<file path="src/rtl/regfile_wb_pkg.sv">
// regfile_wb_pkg
//   Shared types and constants for the register-file write-back path.
//   wb_req_t   : one write request (enable, destination register, data)
//   wb_state_e : arbitration state of regfile_wb_writer (normal / forced drain)
//   reg_onehot : destination address -> one-hot register mask
package regfile_wb_pkg;

  localparam int unsigned REG_ADDR_W = 5;
  localparam int unsigned XLEN       = 32;

  localparam logic [REG_ADDR_W-1:0] REG_X0 = 5'd0;

  typedef struct packed {
    logic                  is_rd_write;
    logic [REG_ADDR_W-1:0] rd_addr;
    logic [XLEN-1:0]       rd_wdata;
  } wb_req_t;

  typedef enum logic [0:0] {
    WB_NORMAL = 1'b0,
    WB_DRAIN  = 1'b1
  } wb_state_e;

  localparam wb_req_t WB_REQ_IDLE = '{is_rd_write: 1'b0, rd_addr: 5'd0, rd_wdata: 32'd0};

  // One-hot mask of a destination register, used to build the busy vector.
  function automatic logic [XLEN-1:0] reg_onehot(input logic [REG_ADDR_W-1:0] addr);
    reg_onehot = 32'd1 << addr;
  endfunction

endpackage

</file>
<file path="src/rtl/wb_fifo.sv">
// wb_fifo
//   Synchronous FIFO of wb_req_t holding long-latency (MDU) results until the
//   write port is free. Also reports which registers have a pending write.
// Ports
//   clk_i, rst_i   : clock, synchronous active-high reset (empties the FIFO)
//   push_i         : write push_data_i at the tail (ignored when full unless popping)
//   push_data_i    : request to store
//   pop_i          : drop the head entry (ignored when empty)
//   head_o         : current head entry
//   full_o/empty_o : occupancy flags, derived only from the pointer registers
//   busy_mask_o    : OR of one-hot(rd_addr) over all valid entries, bit 0 forced 0
module wb_fifo
  import regfile_wb_pkg::*;
#(
  parameter int unsigned DEPTH = 4
) (
  input  logic            clk_i,
  input  logic            rst_i,
  input  logic            push_i,
  input  wb_req_t         push_data_i,
  input  logic            pop_i,
  output wb_req_t         head_o,
  output logic            full_o,
  output logic            empty_o,
  output logic [XLEN-1:0] busy_mask_o
);

  localparam int unsigned PTR_W = $clog2(DEPTH);

  // Pointers carry one extra wrap bit so full and empty are distinguishable.
  logic [PTR_W:0]   wr_ptr_r;
  logic [PTR_W:0]   rd_ptr_r;
  wb_req_t          store_r [DEPTH];
  logic [DEPTH-1:0] valid_r;
  logic             push_ok_s;
  logic             pop_ok_s;
  logic [XLEN-1:0]  busy_s;

  assign full_o  = (wr_ptr_r[PTR_W] != rd_ptr_r[PTR_W]) &&
                   (wr_ptr_r[PTR_W-1:0] == rd_ptr_r[PTR_W-1:0]);
  assign empty_o = (wr_ptr_r == rd_ptr_r);
  assign head_o  = store_r[rd_ptr_r[PTR_W-1:0]];

  // A push into a full FIFO is only safe when the head leaves in the same cycle.
  assign push_ok_s = push_i && (!full_o || pop_i);
  assign pop_ok_s  = pop_i && !empty_o;

  // Pointer, storage and entry-valid registers.
  always_ff @(posedge clk_i) begin
    if (rst_i) begin
      wr_ptr_r <= {(PTR_W+1){1'b0}};
      rd_ptr_r <= {(PTR_W+1){1'b0}};
      valid_r  <= {DEPTH{1'b0}};
      for (int i = 0; i < int'(DEPTH); i++) begin
        store_r[i] <= WB_REQ_IDLE;
      end
    end else begin
      // Clear before set: on a full push+pop both hit the same slot and it must stay valid.
      if (pop_ok_s) begin
        rd_ptr_r                        <= rd_ptr_r + {{PTR_W{1'b0}}, 1'b1};
        valid_r[rd_ptr_r[PTR_W-1:0]]    <= 1'b0;
      end
      if (push_ok_s) begin
        wr_ptr_r                        <= wr_ptr_r + {{PTR_W{1'b0}}, 1'b1};
        valid_r[wr_ptr_r[PTR_W-1:0]]    <= 1'b1;
        store_r[wr_ptr_r[PTR_W-1:0]]    <= push_data_i;
      end
    end
  end

  // Busy mask: every register with a write still waiting in the FIFO.
  always_comb begin
    busy_s = {XLEN{1'b0}};
    for (int i = 0; i < int'(DEPTH); i++) begin
      if (valid_r[i]) begin
        busy_s = busy_s | reg_onehot(store_r[i].rd_addr);
      end else begin
        busy_s = busy_s;
      end
    end
    busy_s[0] = 1'b0;
  end

  assign busy_mask_o = busy_s;

endmodule

</file>
<file path="src/rtl/regfile_wb_writer.sv">
// regfile_wb_writer
//   Write side of the 3-port register file. In-order MEM results have
//   priority for the single write slot; out-of-order MDU results wait in a
//   FIFO and are written whenever MEM leaves the slot free. If MEM keeps the
//   slot for STARVE_LIMIT consecutive cycles while the FIFO holds data, MEM
//   is stalled for one cycle (DRAIN) so the FIFO head can retire.
// Ports
//   clk_i, rst_i                          : clock, synchronous active-high reset
//   mem_valid_i / mem_ready_o             : MEM result handshake
//   mem_is_rd_write_i, mem_rd_addr_i, mem_rd_wdata_i : MEM result payload
//   mdu_valid_i / mdu_ready_o             : MDU result handshake (ready = FIFO not full)
//   mdu_rd_addr_i, mdu_rd_wdata_i         : MDU result payload
//   rd_busy_o                             : registers with a write pending in the FIFO
//   wb_q_is_rd_write, wb_rd_addr, wb_rd_wdata : registered regfile write port
// Optional build macro REGFILE_WB_BYPASS_EN
//   Adds id_rs1/rs2 address and regfile read-data inputs plus id_rs1/rs2
//   read-data outputs, forwarding the current wb write combinationally.
module regfile_wb_writer
  import regfile_wb_pkg::*;
#(
  parameter int unsigned FIFO_DEPTH   = 4,
  parameter int unsigned STARVE_LIMIT = 8
) (
  input  logic                  clk_i,
  input  logic                  rst_i,
  input  logic                  mem_valid_i,
  output logic                  mem_ready_o,
  input  logic                  mem_is_rd_write_i,
  input  logic [REG_ADDR_W-1:0] mem_rd_addr_i,
  input  logic [XLEN-1:0]       mem_rd_wdata_i,
  input  logic                  mdu_valid_i,
  output logic                  mdu_ready_o,
  input  logic [REG_ADDR_W-1:0] mdu_rd_addr_i,
  input  logic [XLEN-1:0]       mdu_rd_wdata_i,
  output logic [XLEN-1:0]       rd_busy_o,
  output logic                  wb_q_is_rd_write,
  output logic [REG_ADDR_W-1:0] wb_rd_addr,
  output logic [XLEN-1:0]       wb_rd_wdata
`ifdef REGFILE_WB_BYPASS_EN
  ,
  input  logic [REG_ADDR_W-1:0] id_rs1_addr,
  input  logic [REG_ADDR_W-1:0] id_rs2_addr,
  input  logic [XLEN-1:0]       regfile_rs1_rdata,
  input  logic [XLEN-1:0]       regfile_rs2_rdata,
  output logic [XLEN-1:0]       id_rs1_rdata,
  output logic [XLEN-1:0]       id_rs2_rdata
`endif
);

  localparam int unsigned CNT_W = $clog2(STARVE_LIMIT + 1);
  localparam logic [CNT_W-1:0] CNT_LAST = CNT_W'(STARVE_LIMIT - 1);

  wb_state_e       state_r;
  wb_state_e       state_nxt_s;
  logic [CNT_W-1:0] starve_cnt_r;
  logic [CNT_W-1:0] starve_cnt_nxt_s;
  wb_req_t         slot_r;
  wb_req_t         slot_nxt_s;

  logic            mem_ready_s;
  logic            mem_write_s;
  logic            deny_s;
  logic            fifo_push_s;
  logic            fifo_pop_s;
  logic            fifo_full_s;
  logic            fifo_empty_s;
  wb_req_t         fifo_head_s;
  wb_req_t         mdu_req_s;
  logic [XLEN-1:0] busy_s;

  // MDU results aimed at x0 are accepted but never stored.
  assign mdu_req_s   = '{is_rd_write: 1'b1, rd_addr: mdu_rd_addr_i, rd_wdata: mdu_rd_wdata_i};
  assign fifo_push_s = mdu_valid_i && !fifo_full_s && (mdu_rd_addr_i != REG_X0);

  wb_fifo #(
    .DEPTH (FIFO_DEPTH)
  ) u_fifo (
    .clk_i       (clk_i),
    .rst_i       (rst_i),
    .push_i      (fifo_push_s),
    .push_data_i (mdu_req_s),
    .pop_i       (fifo_pop_s),
    .head_o      (fifo_head_s),
    .full_o      (fifo_full_s),
    .empty_o     (fifo_empty_s),
    .busy_mask_o (busy_s)
  );

  // State and starvation counter registers.
  always_ff @(posedge clk_i) begin
    if (rst_i) begin
      state_r      <= WB_NORMAL;
      starve_cnt_r <= {CNT_W{1'b0}};
    end else begin
      state_r      <= state_nxt_s;
      starve_cnt_r <= starve_cnt_nxt_s;
    end
  end

  // Next state: count MEM wins over a waiting FIFO and force one drain cycle at the limit.
  always_comb begin
    state_nxt_s      = state_r;
    starve_cnt_nxt_s = starve_cnt_r;
    case (state_r)
      WB_NORMAL: begin
        if (fifo_pop_s) begin
          starve_cnt_nxt_s = {CNT_W{1'b0}};
        end else if (deny_s) begin
          if (starve_cnt_r == CNT_LAST) begin
            state_nxt_s = WB_DRAIN;
          end else begin
            starve_cnt_nxt_s = starve_cnt_r + {{(CNT_W-1){1'b0}}, 1'b1};
          end
        end else begin
          starve_cnt_nxt_s = starve_cnt_r;
        end
      end
      WB_DRAIN: begin
        state_nxt_s      = WB_NORMAL;
        starve_cnt_nxt_s = {CNT_W{1'b0}};
      end
      default: begin
        state_nxt_s      = WB_NORMAL;
        starve_cnt_nxt_s = {CNT_W{1'b0}};
      end
    endcase
  end

  // Outputs of the arbiter: MEM ready, who owns the write slot, and FIFO pop.
  always_comb begin
    mem_ready_s = 1'b0;
    mem_write_s = 1'b0;
    deny_s      = 1'b0;
    fifo_pop_s  = 1'b0;
    case (state_r)
      WB_NORMAL: begin
        mem_ready_s = 1'b1;
        mem_write_s = mem_valid_i && mem_is_rd_write_i;
        deny_s      = mem_write_s && !fifo_empty_s;
        fifo_pop_s  = !mem_write_s && !fifo_empty_s;
      end
      WB_DRAIN: begin
        mem_ready_s = 1'b0;
        fifo_pop_s  = !fifo_empty_s;
      end
      default: begin
        mem_ready_s = 1'b0;
        fifo_pop_s  = 1'b0;
      end
    endcase
  end

  // Content of the write slot for the next cycle; x0 writes keep the enable low.
  always_comb begin
    slot_nxt_s = WB_REQ_IDLE;
    if (mem_write_s) begin
      slot_nxt_s.is_rd_write = (mem_rd_addr_i != REG_X0);
      slot_nxt_s.rd_addr     = mem_rd_addr_i;
      slot_nxt_s.rd_wdata    = mem_rd_wdata_i;
    end else if (fifo_pop_s) begin
      slot_nxt_s.is_rd_write = fifo_head_s.is_rd_write && (fifo_head_s.rd_addr != REG_X0);
      slot_nxt_s.rd_addr     = fifo_head_s.rd_addr;
      slot_nxt_s.rd_wdata    = fifo_head_s.rd_wdata;
    end else begin
      slot_nxt_s = WB_REQ_IDLE;
    end
  end

  // Registered write slot; a write is visible for exactly one cycle.
  always_ff @(posedge clk_i) begin
    if (rst_i) begin
      slot_r <= WB_REQ_IDLE;
    end else begin
      slot_r <= slot_nxt_s;
    end
  end

  assign mem_ready_o      = mem_ready_s;
  assign mdu_ready_o      = !fifo_full_s;
  assign rd_busy_o        = busy_s;
  assign wb_q_is_rd_write = slot_r.is_rd_write;
  assign wb_rd_addr       = slot_r.rd_addr;
  assign wb_rd_wdata      = slot_r.rd_wdata;

`ifdef REGFILE_WB_BYPASS_EN
  // Write-through forwarding of the in-flight regfile write to the ID read ports.
  always_comb begin
    id_rs1_rdata = regfile_rs1_rdata;
    id_rs2_rdata = regfile_rs2_rdata;
    if (slot_r.is_rd_write && (slot_r.rd_addr == id_rs1_addr) && (id_rs1_addr != REG_X0)) begin
      id_rs1_rdata = slot_r.rd_wdata;
    end else begin
      id_rs1_rdata = regfile_rs1_rdata;
    end
    if (slot_r.is_rd_write && (slot_r.rd_addr == id_rs2_addr) && (id_rs2_addr != REG_X0)) begin
      id_rs2_rdata = slot_r.rd_wdata;
    end else begin
      id_rs2_rdata = regfile_rs2_rdata;
    end
  end
`endif

endmodule

</file>
<file path="config.mk">
export PLATFORM = sky130hd
export DESIGN_NAME = regfile_wb_writer
export DESIGN_NICKNAME = d
export VERILOG_FILES = /design/src/rtl/regfile_wb_pkg.sv /design/src/rtl/wb_fifo.sv /design/src/rtl/regfile_wb_writer.sv
export SDC_FILE = /design/constraint.sdc
export NUM_CORES = 1
export LEC_CHECK = 0
export CAP_MARGIN = 15
export CORE_MARGIN = 2
export CORE_UTILIZATION = 49
export DETAILED_ROUTE_END_ITERATION = 8
export PLACE_DENSITY = 0.76
export SYNTH_ARGS = -nofsm -noshare
export SYNTH_HDL_FRONTEND = slang
export SYNTH_HIERARCHICAL = 1
export SYNTH_SLANG_ARGS = --single-unit
</file>
<file path="constraint.sdc">
create_clock -name clk_i -period 5.57 [get_ports clk_i]
set_clock_uncertainty 0.05 [all_clocks]
set_input_delay 1.3925 -clock clk_i [delete_from_list [all_inputs] [get_ports clk_i]]
set_output_delay 1.3925 -clock clk_i [all_outputs]
set_load 0.02 [all_outputs]
</file>
==> results_dict.tcl <==
set metrics [dict create \
    outcome "complete, no violations" \
    detail_route.wirelength_mm 24.82 \
    holdCritPathClass "flip-flop to flip-flop" \
    synth-seq-area-share_pct 56.41 \
    hold_viol_final 0 \
    die_width_um 147.2 \
    max_fclk_ghz 0.2411 \
    grt_start_max_net_pins 153 \
    vdd.ir_drop.worst_uv 343.4 \
    die_height_um 147.2 \
    synth_enable_flop_cells 152 \
    post_cts.resized_instances 0 \
    tritoncts "done" \
    gr-total-overflow 0 \
    pin_count 151 \
    netlist_area_um2 10040 \
    highest_fanout_seen_on_the_critical_path 7 \
    clock_insertion_delay_worst_skew_ns 0.50 \
    cp.required_ns 4.13 \
    postSynthCellCount 855 \
    placement.io_buffers 149 \
    floorplan.die_area_um2 21660 \
    synthFlopType "edfxtp_1" \
    worst-r2r-setup-slack_ns 2.10 \
    final_core_util_pct 61.35 \
    number_of_antenna_violations_at_the_first_check_in_global_routing 0 \
    fraction_of_layout_cells_with_a_size_suffix_above_1_pct 11.39 \
    drt-pass1-iter-count 5 \
    finalCriticalPeriod_ns 4.147 \
    syn_avg_cell_area_um2 11.75 \
    floorplan.core_area_um2 20170 \
    fin_area_um2 12370 \
    postCtsSetupRepairBufs 0 \
    worstSetupPathType "flip-flop to primary output" \
    cts_root_buf "clkbuf_16" \
    clk_path_buf_depth 3 \
    powerDensity_nw_per_um2 316.6 \
    synth_commonest_cells "edfxtp_1 (152), nor3_1 (118), nand2_1 (58)" \
    post-route-drc-count 0 \
    report.power.total_mw 3.917 \
    top_layer "met4" \
    cts_made_buffers 21 \
    grt_pass1_wl_mm 39.20 \
    drt_iter0_drc 921 \
    finalNetCount 1056 \
    route.met2.wl_mm 11.79 \
    grt_usage_pct 22.58 \
    detail_route.wl_per_cell_um 19.81 \
    slew-limit-headroom_pct 33.19 \
    setup.worst_path.start_class "flip-flop" \
    hold_buffers 0 \
    finalSetupViolations 0 \
    synth.net_count 943 \
    vias 7554 \
    synthDistinctLibCells 59 \
    cap_violations 0 \
    timing.final.crit_share_pct 74.45 \
    flip_flop_and_latch_count_after_synthesis 207 \
    detailroute.wirelength.met3_mm 1.991 \
    slew_viol_final 0 \
    postSynth.asyncResetShare_pct 0 \
    post_dp_area_um2 11710 \
    clock_tree.htree_level_count 1 \
    row_count 52 \
    detailedPlacementHpwl_mm 15.06 \
    met1Wirelength_mm 10.51 \
    synth_largest_type_area_fraction_pct 45.45 \
    grt_pass1_vias 7297 \
    fin_worst_hold_slack_ns 0.4661 \
    yosys-top-cells-area "edfxtp_1 (45%), dfxtp_1 (11%), mux4_2 (8.5%)" \
    yosys.cell_count.top_type "edfxtp_1" \
    critical_path_arrival_ns 2.70 \
    crit_path_end_kind "primary output" \
    flow.area_growth_from_synthesis_pct 23.20 \
    grt_setup_unrepaired "false" \
    clkTransAtPathRegs_ns 0.07 \
    least_margin_pin_slew_ns 0.9986 \
    synth-warning-count 6 \
    start_util_pct 49.80 \
    synthDominantAreaCellType "edfxtp_1" \
    cts_num_sinks 207 \
    place_congestion 0.9061 \
    via_per_inst 6.029 \
    p_leak_nw 4.264 \
    antenna_violating_nets_post_route 0 \
    n_antenna_cell 0 \
]
==> worst paths after layout <==
kind	startpoint	end	cells after the start
setup / recovery	u_fifo/store_r[1][35]$_SDFFCE_PN0P_	rd_busy_o[3]	4
hold / removal	u_fifo/valid_r[3]$_SDFF_PP0_	u_fifo/valid_r[3]$_SDFF_PP0_	2
setup reg to reg	u_fifo/wr_ptr_r[0]$_SDFFE_PP0N_	u_fifo/store_r[2][27]$_SDFFCE_PN0P_	8
hold reg to reg	u_fifo/valid_r[3]$_SDFF_PP0_	u_fifo/valid_r[3]$_SDFF_PP0_	2
==> sequential cells by signal, indices dropped and copies added (netlist names), named ones only <==
signal and flops:
state_r 1, wb_q_is_rd_write 1, wb_rd_addr 5, u_fifo/store_r 152, u_fifo/valid_r 4, wb_rd_wdata 32, starve_cnt_r 4, u_fifo/rd_ptr_r 3
u_fifo/wr_ptr_r 3
==> metrics by stage <==
step	setup WS, ns	std cells	TNS, ns
floorplan	-0.1260	855	-14.37
global placement	1.480	1215	0
detailed placement	1.428	1215	0
CTS	1.465	1253	0
global route	1.273	1253	0
finish	1.423	1253	0
==> worst max-delay path: stages (launching register included) <==
cell and delay (ns):
edfxtp_1 0.45, nor3b_1 0.77, a22oi_1 0.20, o221ai_1 0.13, clkdlybuf4s50_1 0.65
==> placed cells by master, fill, tap and decap left out, types with 4 or more instances in the layout <==
master | Yosys | layout
mux4_2 | 38 | 38
a21oi_1 | 41 | 41
and3b_1 | 14 | 13
clkbuf_16 | 0 | 21
mux2_2 | 5 | 5
a22oi_1 | 19 | 19
o22ai_1 | 6 | 6
nand3b_1 | 49 | 49
nand2_1 | 58 | 56
clkinv_1 | 0 | 5
and3_1 | 5 | 5
or3b_2 | 8 | 8
o2bb2ai_1 | 5 | 5
inv_1 | 46 | 46
nor2_1 | 54 | 53
ha_1 | 9 | 9
nand3_1 | 7 | 7
a221o_1 | 6 | 6
nor3_1 | 118 | 118
nor3b_1 | 9 | 9
o221ai_1 | 17 | 17
dfxtp_1 | 55 | 53
o211ai_1 | 7 | 7
nor2b_1 | 4 | 4
edfxtp_1 | 152 | 152
clkdlybuf4s50_1 | 0 | 148
buf_4 | 1 | 11
==> final cells by class <==
cell class | count | area, um2
inverters | 46 | 172.7
multi-input cells | 531 | 3939
well taps | 270 | 337.8
repair buffers | 161 | 1589
fillers | 1553 | 7796
flip-flops and latches | 207 | 5668
clock inverters | 12 | 92.59
clock buffers | 26 | 574.3
==> cell families after synthesis <==
logic type | count (synthesis) | synth area share (%)
AND/OR/NAND/NOR | 342 | 18.55
flip-flops | 207 | 56.41
AO/OA/AOI/OAI | 127 | 9.132
buffers and inverters | 117 | 4.908
multiplexers | 45 | 9.281
adder cells (fa/ha/maj) | 9 | 1.121
XOR/XNOR | 6 | 0.5233
other | 2 | 0.07478
==> report_power, final <==
part / total [mW] / internal, mW / switching [mW]
combinational: 0.723 / 0.325 / 0.397
sequential: 1.84 / 1.77 / 0.0672
clock: 1.35 / 0.780 / 0.575
==> metal layers <==
layer	track usage (%)	vias up
met3	4.068	55
met4	6.250	0
li1	-	3461
met5	0	-
met2	36.52	390
met1	31.71	3648
(Power assumes the default switching activity.)
